<file path="src/rtl/muldiv_seq.sv">
// Sequential 32-bit multiply/divide unit with HI/LO result registers.
// Multiplies by shift-add and divides by restoring shift-subtract, one bit per cycle.
module muldiv_seq (
  input  logic        clk,
  input  logic        rst,
  input  logic        start,
  input  logic [2:0]  op,
  input  logic [31:0] X,
  input  logic [31:0] Y,
  output logic        busy,
  output logic        done,
  output logic        div_zero,
  output logic [31:0] HI,
  output logic [31:0] LO
);

  localparam int unsigned W  = 32;
  localparam int unsigned CW = 5;

  localparam logic [2:0] OP_MULTU = 3'd0;
  localparam logic [2:0] OP_MULT  = 3'd1;
  localparam logic [2:0] OP_DIVU  = 3'd2;
  localparam logic [2:0] OP_DIV   = 3'd3;
  localparam logic [2:0] OP_MTHI  = 3'd4;
  localparam logic [2:0] OP_MTLO  = 3'd5;

  typedef enum logic [1:0] {S_IDLE, S_MUL, S_DIV, S_FIN} state_t;

  state_t        state;
  logic [CW-1:0] cnt;
  logic          is_div;
  logic          neg_lo;
  logic          neg_hi;
  logic [W-1:0]  mag_b;
  logic [W-1:0]  acc;
  logic [W-1:0]  shr;

  logic [W-1:0]   abs_x;
  logic [W-1:0]   abs_y;
  logic [W:0]     mul_sum;
  logic           div_ge;
  logic [W-1:0]   div_rem;
  logic [2*W-1:0] prod_fix;

  assign busy = (state != S_IDLE);

  // Operand magnitudes and one iteration step of each datapath
  always_comb begin
    abs_x    = (op[0] && X[W-1]) ? W'(-X) : X;
    abs_y    = (op[0] && Y[W-1]) ? W'(-Y) : Y;
    mul_sum  = {1'b0, acc} + (shr[0] ? {1'b0, mag_b} : (W+1)'(0));
    div_ge   = ({acc, shr[W-1]} >= {1'b0, mag_b});
    div_rem  = W'({acc[W-2:0], shr[W-1]} - mag_b);
    prod_fix = neg_lo ? (2*W)'(-{acc, shr}) : {acc, shr};
  end

  always_ff @(posedge clk) begin
    if (rst) begin
      state    <= S_IDLE;
      cnt      <= '0;
      is_div   <= 1'b0;
      neg_lo   <= 1'b0;
      neg_hi   <= 1'b0;
      mag_b    <= '0;
      acc      <= '0;
      shr      <= '0;
      done     <= 1'b0;
      div_zero <= 1'b0;
      HI       <= '0;
      LO       <= '0;
    end else begin
      done     <= 1'b0;
      div_zero <= 1'b0;
      case (state)
        S_IDLE: begin
          if (start) begin
            case (op)
              OP_MULTU, OP_MULT: begin
                state  <= S_MUL;
                cnt    <= '0;
                is_div <= 1'b0;
                neg_lo <= op[0] & (X[W-1] ^ Y[W-1]);
                neg_hi <= 1'b0;
                mag_b  <= abs_x;
                shr    <= abs_y;
                acc    <= '0;
              end
              OP_DIVU, OP_DIV: begin
                if (Y == '0) begin
                  done     <= 1'b1;
                  div_zero <= 1'b1;
                end else begin
                  state  <= S_DIV;
                  cnt    <= '0;
                  is_div <= 1'b1;
                  neg_lo <= op[0] & (X[W-1] ^ Y[W-1]);
                  neg_hi <= op[0] & X[W-1];
                  mag_b  <= abs_y;
                  shr    <= abs_x;
                  acc    <= '0;
                end
              end
              OP_MTHI: begin
                HI   <= X;
                done <= 1'b1;
              end
              OP_MTLO: begin
                LO   <= X;
                done <= 1'b1;
              end
              default: ;
            endcase
          end
        end
        // {acc,shr} is the partial product shifted right; shr holds remaining multiplier bits
        S_MUL: begin
          acc <= mul_sum[W:1];
          shr <= {mul_sum[0], shr[W-1:1]};
          cnt <= cnt + CW'(1);
          if (cnt == CW'(W-1)) state <= S_FIN;
        end
        // acc is the partial remainder; dividend bits shift out of shr as quotient bits shift in
        S_DIV: begin
          if (div_ge) begin
            acc <= div_rem;
            shr <= {shr[W-2:0], 1'b1};
          end else begin
            acc <= {acc[W-2:0], shr[W-1]};
            shr <= {shr[W-2:0], 1'b0};
          end
          cnt <= cnt + CW'(1);
          if (cnt == CW'(W-1)) state <= S_FIN;
        end
        S_FIN: begin
          if (is_div) begin
            LO <= neg_lo ? W'(-shr) : shr;
            HI <= neg_hi ? W'(-acc) : acc;
          end else begin
            {HI, LO} <= prod_fix;
          end
          done  <= 1'b1;
          state <= S_IDLE;
        end
        default: state <= S_IDLE;
      endcase
    end
  end

endmodule

</file>
<file path="config.mk">
export PLATFORM = sky130hd
export DESIGN_NAME = muldiv_seq
export DESIGN_NICKNAME = d
export VERILOG_FILES = /design/src/rtl/muldiv_seq.sv
export SDC_FILE = /design/constraint.sdc
export NUM_CORES = 1
export LEC_CHECK = 0
export CORE_ASPECT_RATIO = 1.2
export CORE_UTILIZATION = 54
export DETAILED_ROUTE_END_ITERATION = 7
export GPL_TIMING_DRIVEN = 0
export PLACE_DENSITY = 0.87
export SLEW_MARGIN = 20
export SYNTH_ARGS = -nofsm -noshare
export SYNTH_HDL_FRONTEND = slang
export SYNTH_SLANG_ARGS = --single-unit
export TNS_END_PERCENT = 10
</file>
<file path="constraint.sdc">
create_clock -name clk -period 3.3 [get_ports clk]
set_input_delay 0.66 -clock clk [delete_from_list [all_inputs] [get_ports clk]]
set_output_delay 0.66 -clock clk [all_outputs]
set_load 0.1 [all_outputs]
</file>
Word-level counts from Yosys, hierarchy flattened
Cells that the tools add are included.
Operators by class
  multiply operators: 0
  bitwise operators: 6
  add/subtract/negate cells: 8
  shift-type cells: 0
  muxes and demuxes: 45
  divide/modulo/power cells: 0
  order comparisons: 1
  equal/unequal tests: 16
  reductions and logical operators: 21
Operator list (count)
  $mux 32: 17
  $pmux 32 s2: 5
  $pmux 32 s3: 2
  $neg 32->32: 4
  $mux 64: 1
  $neg 64->64: 1
  $add 32x32->33: 1
  $ge 33x32->1: 1
  $logic_not 32->1: 1
  $sub 32x32->32: 1
  $pmux 5 s2: 2
  $reduce_and 4->1: 4
  $mux 5: 2
  $pmux 1 s2: 5
  $reduce_bool 2->1: 4
  $reduce_or 2->1: 4
  $eq 3x2->1 const B: 2
  $eq 3x3->1 const B: 2
  $mux 1: 6
  $mux 2: 3
  $ne 2x1->1 const B: 3
  $pmux 2 s3: 1
  $reduce_and 3->1: 2
  $add 5x1->5 const B: 1
  other kinds (16): 22
Storage, ports and cells
  input port bits: 70
  logic and storage cells: 109
  register bits after elaboration: 172
  memories kept: 0
  latch bits: 0
  bits in read-only memories: 0
  RAM bits: 0
  output and inout port bits: 67

Depth between registers and ports, before layout
Gate-level depths: netlist of run 1.
  depth in word-level cells: 6
  mapped depth: 14
  mapped depth without buffers: 13

Worst setup path before layout of run 1
OpenSTA, ideal clock, no wires.
  path type: reg-to-reg
  from: register shr[0]
  to: register acc[29]
  cell stages (with the launch flop): 14
  period minus slack after synthesis: 3461 ps
  required time: 3178 ps
  library setup time: 122 ps
  setup slack: -161 ps
  path buffers: 1
  data arrival time: 3339 ps
  path through: dfxtp_1 -> inv_1 -> clkbuf_1 -> nor2_1 -> fa_1 -> a21o_1 -> a221oi_1 -> o21ai_0 -> a2111oi_0 -> o41ai_1 -> a21oi_1 -> xor2_1 -> nor2_1 -> a221o_1
On the way
  cells in the longest elaborated chain, start to end: 3
RTL lines
  start: declaration: line 36  | logic [W-1:0] shr;
  start signal: assignment: line 85  | shr <= abs_y;
  start signal: assignment: line 99  | shr <= abs_x;
  start signal: assignment: line 118  | shr <= {mul_sum[0], shr[W-1:1]};
  $mux 32: line 51  | mul_sum = {1'b0, acc} + (shr[0] ? {1'b0, mag_b} : (W+1)'(0));
  $add 32x32->33: line 51
  $pmux 32 s3: line 74  | case (state)
  end signal: assignment: line 117  | acc <= mul_sum[W:1];
  end signal: assignment: line 125  | acc <= div_rem;
  end signal: assignment: line 128  | acc <= {acc[W-2:0], shr[W-1]};
  end: declaration: line 35  | logic [W-1:0] acc;
Every way passes these cells.
A chain may end at the register's enable or synchronous reset.

Worst setup path after layout of run 1
  from: register shr[0]
  to: register acc[21]
Same word-level chain as after synthesis.

==> results of run 1 <==
==> layout by cell type, fill, tap and decap left out, types with 12 or more instances in the layout <==
cell type,instances
ha_1,61
nand4_1,18
o21ai_0,102
buf_4,59
a211oi_1,70
o211ai_1,34
xnor2_1,87
mux2i_1,21
clkbuf_1,99
dfxtp_1,156
a21oi_1,222
dfxtp_2,12
nor2_1,261
inv_1,61
clkbuf_16,18
a22oi_1,27
xor2_1,75
nand3_1,27
a22o_1,16
o41ai_1,15
nor3_1,39
nand2_1,165
clkdlybuf4s50_1,116
a31oi_1,18
o31ai_1,23
a21o_1,35
==> flip-flops by register name, indices dropped and copies added (netlist names) <==
name,flops
LO,32
neg_lo,1
is_div,1
neg_hi,1
state,2
mag_b,32
acc,32
shr,32
done,1
HI,32
cnt,5
div_zero,1
==> timing repair <==
action,4_1_cts,5_1_grt
endpoints found under the hold margin,0,0
cloned,1,2
buffers inserted,26,37
endpoints found under the setup margin,136,115
pin swaps,27,58
resized for setup,125,161
==> report_power, final <==
part | switching (mW) | internal, mW | total (mW)
registers | 0.463 | 2.36 | 2.83
clock network | 1.03 | 1.21 | 2.25
logic | 3.92 | 1.94 | 5.86
==> path summary, 6_finish.rpt <==
path	from	end	slack (ps)	depth (start not counted)
setup / recovery	shr[0]	acc[21]	-160	14
hold / removal	cnt[4]	cnt[4]	460	2
setup reg to reg	shr[0]	acc[21]	-160	14
hold reg to reg	cnt[4]	cnt[4]	460	2
==> per-stage QoR <==
step / power (mW) / hold slack [ps] / worst slack (ps) / std cells / util [%]
floorplan: 5.904 / 431.9 / 21.13 / 2014 / -
global placement: 7.598 / 435.9 / -1782 / 2483 / 62.02
detailed placement: 7.655 / 443.9 / -1501 / 2483 / 62.04
CTS: 10.10 / 455.9 / -98.44 / 2538 / 66.92
global route: 11.18 / 471.6 / -190.4 / 2576 / 70.33
finish: 10.93 / 461.0 / -164.8 / 2576 / 70.33
==> metal layers <==
layer  part of all wire [%]  vias up  wire length, microns  GRT usage [%]
met1                     33     8373                 23660          52.22
li1                       -     7789                     -              -
met4                     12        2                  8269          47.63
met5                  0.014        -                    10              0
met3                     12      547                  8298          12.06
met2                     44     1490                 31460          79.08
==> cell families (layout without fill, tap and decap cells) <==
kind of cell | after synthesis | count (layout) | synth area share (%)
AO/OA/AOI/OAI | 706 | 707 | 31.34
other | 0 | 2 | 0
flip-flops | 172 | 172 | 23.54
adder cells (fa/ha/maj) | 80 | 80 | 6.946
AND/OR/NAND/NOR | 661 | 661 | 21.05
multiplexers | 24 | 24 | 1.668
XOR/XNOR | 169 | 169 | 10.12
buffers and inverters | 202 | 426 | 5.337
==> area by class of cell <==
type / instances / area share, %
clock inverters: 12 / 0.9759
diodes: 2 / 0.02692
clock buffers: 18 / 2.309
inverters: 67 / 1.386
flip-flops and latches: 172 / 18.68
repair buffers: 198 / 10.18
plain buffers: 131 / 3.358
multi-input cells: 1641 / 60.82
well taps: 335 / 2.255
==> critical path, delay by kind of cell (launching register included) <==
kind | cells | cell delay, ps
AOI/OAI and AO/OA | 7 | 1600
buffers and inverters | 3 | 570
xor gates and xnor gates | 1 | 160
and+or+nand+nor | 2 | 380
DFF | 1 | 390
adders and majority gates | 1 | 250
==> key figures, run 1 <==
Clock tree
  – CTS tree: done
  – CTS buffer count: 17
  – CTS clk-pin slew, worst paths: 70 ps
  – CTS Hold Bufs: 0
  – Clock sinks: 172
  – Later-pin clock latency in the skew report: 460 ps
  – Root Buffer: clkbuf_16
  – CTS Buffer Depth: 2
  – H-Tree Depth: 4

Final layout
  – Fraction of layout instances using a drive strength above 1: 13.76%
  – Multi-input logic area: 0.01131 sq mm
  – Fillers: 2140
  – Storage cell area: 0.003473 sq mm
  – Final Net Count: 2378
  – Post-route cell area: 0.01859 sq mm
  – Area growth, synth to finish: 27.09%

STA
  – Final Worst Setup Slack: -164.8 ps
  – Max_slew headroom: 31.36%
  – RSZ-0062 raised after global routing: yes
  – Worst slew pin tran: 1026 ps
  – Final setup violation count: 15
  – Fin crit share: 105.0%
  – Final hold vios: 0
  – Peak Freq: 288.6 MHz
  – Post-layout min period: 3465 ps
  – Max-slew violations: 0
  – Setup_tns: -984.6 ps
  – Fin Clk Skew: 12.39 ps

Logic synthesis
  – Mapped Area: 0.01463 sq mm
  – Post-synth top area share: 23.54%
  – Net Count, Synth: 2164
  – Mapped Avg Cell Area: 7.263 sq um
  – Post-synth EDFFs: 0
  – Synth area leader: dfxtp_1
  – Synth area leaders: dfxtp_1, a21oi_1, nor2_1
  – Synth Register Bits: 172
  – Post-Synthesis Cells: 2014
  – Yosys cell types: 85
  – Ys async rst share: 0%
  – Most frequent cell after synthesis: nor2_1
  – Top_reg_cell synth: dfxtp_1
  – Most frequent cells after synthesis: nor2_1, a21oi_1, dfxtp_1
  – Post-synthesis sequential area ratio: 23.54%
  – Yosys warns: 0

Global route
  – Largest net degree at the start of global routing: 17
  – GRT overflow: 0
  – GR Util All Layers: 48.91%
  – Vias in the first global route: 17120
  – First-pass GRT wire length: 101800 microns
  – Initial antenna violation count: 4

Detailed routing
  – Via count: 18200
  – Antenna Nets Post-Route: 0
  – DRC: 7
  – DR pass1 iterations: 8
  – Via density: 7.066
  – First DRT Iteration DRCs: 2429
  – WL/cell: 27.83 microns
  – DRT Wirelength: 71700 microns

Placed design
  – PortBufs: 134
  – GPL Wtd Cong: 1.080
  – Placed inst area: 0.01640 sq mm
  – Hpwl dp: 52910 microns

Power
  – Maximum vdd drop: 0.5878 mV
  – Power Density: 587.9 mW/mm^2
  – Leakage power: 7.211 nW

Setup path
  – Worst Path Required: 3660 ps
  – Crit path max fanout: 6
  – Slowest stage delay, CP: 400 ps
  – Worst setup SP type: flop
  – Crit path kind: flop to flop
  – Arrival @ worst endpoint: 3820 ps
  – Crit path capture type: flop
  – CP max-delay cell: a2111oi_4
  – Critical path, cell by cell: clkinvlp_4, buf_8, nor2_2, ha_4, and3_1, a221oi_4, o21ai_4, buf_4, a2111oi_4, o31ai_4, a221oi_2, xor2_1, o21ai_0, a21o_1

Run status
  – Failing checks: DRC, setup timing
  – Status: complete, but fails checks

Floorplan
  – Initial Util: 55.34%
  – DIE AREA: 0.02775 sq mm
  – Core Box Area: 0.02643 sq mm
  – Row cnt: 65
  – I/O Pins: 137
  – Die X-Extent: 152.2 microns
  – Die Span Y: 182.3 microns

Job
  – Max cap viols: 0

Hold path
  – HP Class: flop to flop
No activity file was read; power rests on OpenSTA's default activity.
==> inputs of run 2 (changes only) <==
--- a/config.mk
+++ b/config.mk
@@ -7,6 +7,7 @@
 export LEC_CHECK = 0
 export CORE_ASPECT_RATIO = 1.2
 export CORE_UTILIZATION = 54
+export CTS_CLUSTER_DIAMETER = 150
 export DETAILED_ROUTE_END_ITERATION = 7
 export GPL_TIMING_DRIVEN = 0
 export PLACE_DENSITY = 0.87
==> results of run 2 <==
No change in the layout: final DEF, timing and power equal those of run 1.
